[config.mk]
export PLATFORM = sky130hd
export DESIGN_NAME = uart_tx
export DESIGN_NICKNAME = d
export VERILOG_FILES = /design/src/rtl/uart_tx.sv
export SDC_FILE = /design/constraint.sdc
export NUM_CORES = 1
export LEC_CHECK = 0
export CAP_MARGIN = 20
export CORE_MARGIN = 2
export CORE_UTILIZATION = 26
export CTS_BUF_LIST = sky130_fd_sc_hd__clkbuf_8
export DETAILED_ROUTE_END_ITERATION = 12
export GPL_TIMING_DRIVEN = 0
export PLACE_DENSITY = 0.53
export SYNTH_ARGS = -nofsm -noshare
export SYNTH_HDL_FRONTEND = slang
export SYNTH_SLANG_ARGS = --single-unit
[constraint.sdc]
create_clock -name clk -period 1.65 [get_ports clk]
set_clock_uncertainty 0.1 [all_clocks]
set_input_delay 0.33 -clock clk [delete_from_list [all_inputs] [get_ports clk]]
set_output_delay 0.33 -clock clk [all_outputs]
set_load 0.03 [all_outputs]
[src/rtl/uart_tx.sv]
`default_nettype none
// ============================================================================
// Module      : uart_tx
// Description : Asynchronous serial transmitter. Pops one byte at a time from
//               an upstream FIFO and shifts it out LSB first as an 8N1 frame.
//               Define UART_TX_PARITY_EN to insert an even-parity bit between
//               the data bits and the stop bits (8E1).
// Revision    : 1.0 - initial release
// ============================================================================
module uart_tx #(
  parameter int WIDTH     = 8,
  parameter int CLK_DIV   = 217,
  parameter int DIV_WIDTH = 16,
  parameter int STOP_BITS = 1
) (
  input  logic             clk,
  input  logic             reset,
  input  logic             en,
  input  logic [WIDTH-1:0] fifo_dout,
  input  logic             fifo_empty,
  output logic             fifo_rd,
  output logic             txd,
  output logic             busy
);

  // Bit counter is shared by DATA (counts data bits) and STOP (counts stop bits).
  localparam int c_bit_w = $clog2(WIDTH + 1);

  localparam logic [DIV_WIDTH-1:0] c_baud_last = DIV_WIDTH'(CLK_DIV - 1);
  localparam logic [c_bit_w-1:0]   c_data_last = c_bit_w'(WIDTH - 1);
  localparam logic [c_bit_w-1:0]   c_stop_last = c_bit_w'(STOP_BITS - 1);
  localparam logic [c_bit_w-1:0]   c_bit_one   = c_bit_w'(1);
  localparam logic [DIV_WIDTH-1:0] c_baud_one  = DIV_WIDTH'(1);

  typedef enum logic [2:0] {
    S_IDLE   = 3'd0,
    S_LOAD   = 3'd1,
    S_START  = 3'd2,
    S_DATA   = 3'd3,
    S_STOP   = 3'd4
`ifdef UART_TX_PARITY_EN
    ,
    S_PARITY = 3'd5
`endif
  } state_t;

  state_t                 r_state;
  state_t                 w_next_state;
  logic [DIV_WIDTH-1:0]   r_baud;
  logic [DIV_WIDTH-1:0]   w_baud_nxt;
  logic [c_bit_w-1:0]     r_bit_cnt;
  logic [c_bit_w-1:0]     w_bit_cnt_nxt;
  logic [WIDTH-1:0]       r_shreg;
  logic [WIDTH-1:0]       w_shreg_nxt;
  logic                   w_bit_end;
  logic                   w_txd_nxt;
  logic                   r_txd;
  logic                   r_busy;
  logic                   r_fifo_rd;
`ifdef UART_TX_PARITY_EN
  logic                   r_parity;
  logic                   w_parity_nxt;
`endif

  assign w_bit_end = (r_baud == c_baud_last);

  // State and datapath registers; outputs are registered from the next-state
  // values so they line up with the state they describe.
  always_ff @(posedge clk) begin
    if (reset) begin
      r_state   <= S_IDLE;
      r_baud    <= '0;
      r_bit_cnt <= '0;
      r_shreg   <= '0;
      r_txd     <= 1'b1;
      r_busy    <= 1'b0;
      r_fifo_rd <= 1'b0;
`ifdef UART_TX_PARITY_EN
      r_parity  <= 1'b0;
`endif
    end else begin
      r_state   <= w_next_state;
      r_baud    <= w_baud_nxt;
      r_bit_cnt <= w_bit_cnt_nxt;
      r_shreg   <= w_shreg_nxt;
      r_txd     <= w_txd_nxt;
      r_busy    <= (w_next_state != S_IDLE);
      r_fifo_rd <= (w_next_state == S_LOAD);
`ifdef UART_TX_PARITY_EN
      r_parity  <= w_parity_nxt;
`endif
    end
  end

  // Next-state, counter and shift-register logic; baud counter restarts on
  // every state change so each bit period is exactly CLK_DIV clocks.
  always_comb begin
    w_next_state  = r_state;
    w_baud_nxt    = w_bit_end ? '0 : (r_baud + c_baud_one);
    w_bit_cnt_nxt = r_bit_cnt;
    w_shreg_nxt   = r_shreg;
`ifdef UART_TX_PARITY_EN
    w_parity_nxt  = r_parity;
`endif

    case (r_state)
      S_IDLE: begin
        w_baud_nxt = '0;
        if (en && !fifo_empty) begin
          w_next_state = S_LOAD;
        end
      end

      S_LOAD: begin
        // The FIFO head is captured here; the pop itself happens when
        // fifo_rd falls on this same edge.
        w_next_state  = S_START;
        w_shreg_nxt   = fifo_dout;
        w_baud_nxt    = '0;
        w_bit_cnt_nxt = '0;
`ifdef UART_TX_PARITY_EN
        w_parity_nxt  = 1'b0;
`endif
      end

      S_START: begin
        if (w_bit_end) begin
          w_next_state = S_DATA;
          w_baud_nxt   = '0;
        end
      end

      S_DATA: begin
        if (w_bit_end) begin
          w_shreg_nxt   = r_shreg >> 1;
          w_bit_cnt_nxt = r_bit_cnt + c_bit_one;
          w_baud_nxt    = '0;
`ifdef UART_TX_PARITY_EN
          w_parity_nxt  = r_parity ^ r_shreg[0];
`endif
          if (r_bit_cnt == c_data_last) begin
            // Bit counter is reused for stop bits, so restart it here.
            w_bit_cnt_nxt = '0;
`ifdef UART_TX_PARITY_EN
            w_next_state  = S_PARITY;
`else
            w_next_state  = S_STOP;
`endif
          end
        end
      end

`ifdef UART_TX_PARITY_EN
      S_PARITY: begin
        if (w_bit_end) begin
          w_next_state = S_STOP;
          w_baud_nxt   = '0;
        end
      end
`endif

      S_STOP: begin
        if (w_bit_end) begin
          if (r_bit_cnt == c_stop_last) begin
            w_next_state  = S_IDLE;
            w_bit_cnt_nxt = '0;
            w_baud_nxt    = '0;
          end else begin
            w_bit_cnt_nxt = r_bit_cnt + c_bit_one;
          end
        end
      end

      default: begin
        w_next_state  = S_IDLE;
        w_baud_nxt    = '0;
        w_bit_cnt_nxt = '0;
      end
    endcase
  end

  // Line level for the coming clock, derived from where the FSM is heading.
  always_comb begin
    w_txd_nxt = 1'b1;
    case (w_next_state)
      S_START:  w_txd_nxt = 1'b0;
      S_DATA:   w_txd_nxt = w_shreg_nxt[0];
`ifdef UART_TX_PARITY_EN
      S_PARITY: w_txd_nxt = w_parity_nxt;
`endif
      default:  w_txd_nxt = 1'b1;
    endcase
  end

  assign fifo_rd = r_fifo_rd;
  assign txd     = r_txd;
  assign busy    = r_busy;

endmodule
`default_nettype wire

==> metrics.txt <==
design area 2579 µm²; antenna cells 0; Area contributors post-synth dfxtp_1, nor2_1, a21oi_1; wire per inst 14.60 µm; vias in the first global route 1452; GRT met2 Usage 19.71%; Post-Syn Nets 205; Inserted Clock Buffers 5; Layout Area Growth over Synthesis 54.96%; Critical Path Fanout Max 4; largest net degree at the start of global routing 12; Max Cap Viol 0; initial antenna violation count 0; area taken by flip-flops and latches 723.2 µm²; Mapped Area 1664 µm²; Detail Placement HPWL 2.572 mm; Placement Rows 29; CP endpoint kind register; routing usage on met3 3.561%; Final Wtd Congestion 0.7943; DR vias 1540; Least-Margin Pin Slew 0.3903 ns; status complete, but fails checks; remaining routing DRC violations 0; Fill cells 614; initial core utilization 26.51%; Arrival @ worst endpoint 1.85 ns; CTS H-tree depth 2; I/O pin count 15; setup TNS -1.765 ns; Reg clk slew, reported paths 0.08 ns; post-synthesis register bit count 34; failing checks negative setup slack; final max-slew violation count 0; DRT Pass-1 Iters 6; Slew Limit Headroom 73.93%; CP Launch Type register; power per cell area 739.3 nW/µm²; layout cells sized above 1 43.46%; final-stage net count 252; syn avg cell area 8.805 µm²; gr busiest metal met2; critical path class reg2reg; Final Hold Vio Count 0; CORE AREA 6277 µm²; GR Layer Usage met1 13.72%; clock root buffer clkbuf_8; WHS 0.3571 ns; Post-Layout Cell Count 314; cell area after placement 1928 µm²; Seq/Total Area, Yosys 40.90%; unique cell type count in the Yosys netlist 47; ANT nets after route 0; area of the multi-input gates 1139 µm²; Overflow after GRT 0; Die Height 84 µm; Synth area leader dfxtp_1; Synth Warn # 0; period utilization 107.5%; Num Clock Sinks 34; PortBufs 14; clk_lat worst skew 0.30 ns; TritonCTS clock tree built; Yosys top cell area share 40.90%; RSZ-0062 raised after global routing true; final setup vio count 26; Worst Setup Slack, final -0.1244 ns; worst hold path class reg2reg; hold_buf cts 0; Required @ worst endpoint 1.72 ns; VDD IR max 0.0006020 V; drt initial violations 113; Core Util, Final 41.08%; die area 7056 µm²; max frequency 0.5636 GHz; Final min period 1.774 ns; Die W 84 µm; vias per inst 4.904; DP Cell Count 280; global-route wire length before repair 6.706 mm; cells after synthesis 189; Total GRT Usage 11.80%; Pleak 0.8773 nW; Max clock buf depth 2; final WL 4.585 mm
==> what timing repair did <==
item	in CTS	in global routing
buffers inserted	11	15
gates cloned	0	2
resized for setup	19	72
endpoints found under the setup margin	36	34
endpoints found under the hold margin	0	0
pin swaps	8	25
==> worst paths after layout <==
kind                 from  depth (start not counted)   endpoint  slack [ns]
max          r_bit_cnt[0]                          6    fifo_rd       -0.12
min             r_baud[0]                          1  r_baud[0]        0.36
max reg2reg  r_bit_cnt[0]                          6    fifo_rd       -0.12
min reg2reg     r_baud[0]                          1  r_baud[0]        0.36
==> where the power goes <==
part	total, mW	switching [mW]	internal (mW)
combinational	0.109	0.0525	0.0569
clock	0.976	0.331	0.645
sequential	0.821	0.00698	0.814
==> cell usage in the layout (no fill, tap or decap), types with 3 or more instances in the layout <==
cell,Yosys,layout
a21oi_2,0,5
a21oi_1,17,11
buf_4,0,17
nand2_1,12,11
dlygate4sd2_1,0,3
o21ai_1,1,3
xnor2_1,6,6
o21ai_0,9,6
xor2_1,8,8
nand4_1,4,4
nor2_4,0,4
nand3_1,4,4
inv_1,8,3
a32oi_1,7,6
dfxtp_4,0,9
ha_4,0,3
inv_2,0,4
nor2_2,2,9
dfxtp_1,34,18
clkbuf_8,0,6
dfxtp_2,0,7
buf_6,1,9
and3_1,3,3
clkdlybuf4s50_1,0,11
nor2_1,28,18
buf_8,0,3
==> worst max-delay path, stage by stage (launching register included) <==
cell and delay, ns:
dfxtp_4 0.37, buf_6 0.10, ha_4 0.12, nand3b_1 0.18, nor4_4 0.40, a311o_1 0.30
nor3b_2 0.07
==> per-layer routing <==
metal	wire length (µm)	part of all wire (%)
met5	0	0
met4	91	2.0
met3	123	2.7
met2	2396	52
met1	1973	43
==> cell families after synthesis <==
kind of cell | Yosys count | synth area share, %
xor gates and xnor gates | 14 | 7.369
adders and majority gates | 4 | 3.008
and+or+nand+nor | 77 | 26.54
buffers and inverters | 15 | 4.060
DFF | 34 | 40.90
AOI/OAI and AO/OA | 45 | 18.12
==> metrics by stage <==
step	power, mW	worst slack, ns
floorplan	0.8916	-0.005455
detailed placement	0.9362	-0.3885
finish	1.906	-0.1244
global route	1.974	-0.2159
CTS	1.915	-0.1580
global placement	0.9363	-0.3930
==> synthesized netlist by cell type (all sizes together) <==
cell type and number:
a22o 1, a31oi 2, a2bb2oi 1, nor4 3
and3 4, o21ai 10, and2 1, xnor2 6
or3 1, clkbuf 3, and3b 1, o21a 1
a32oi 7, a311o 1, nand4b 1, or4 2
nor2b 2, buf 4, nand3b 1, and4b 1
nor3 3, o31ai 2, nor2 30, and4 1
or4b 1, nor3b 1, nand2b 1, a2111oi 1
a21oi 17, nand4 4, or3b 1, nor4b 1
nand3 5, inv 8, dfxtp 34, a21o 1
o311ai 1, nand2 12, xor2 8, ha 4
==> area by class of cell <==
class	count	area share [%]
flip-flops and latches	34	28.04
inverters	8	1.262
clock buffers	6	3.202
plain buffers	6	2.572
repair buffers	40	14.70
clock inverters	2	2.329
multi-input cells	141	44.15
well taps	77	3.736
==> state kept, by name (all words and copies together) (netlist names) <==
register and count:
txd 1, r_bit_cnt 4, busy 1, fifo_rd 1, r_baud 16, r_shreg 8, r_state 3
(Power assumes the default switching activity.)
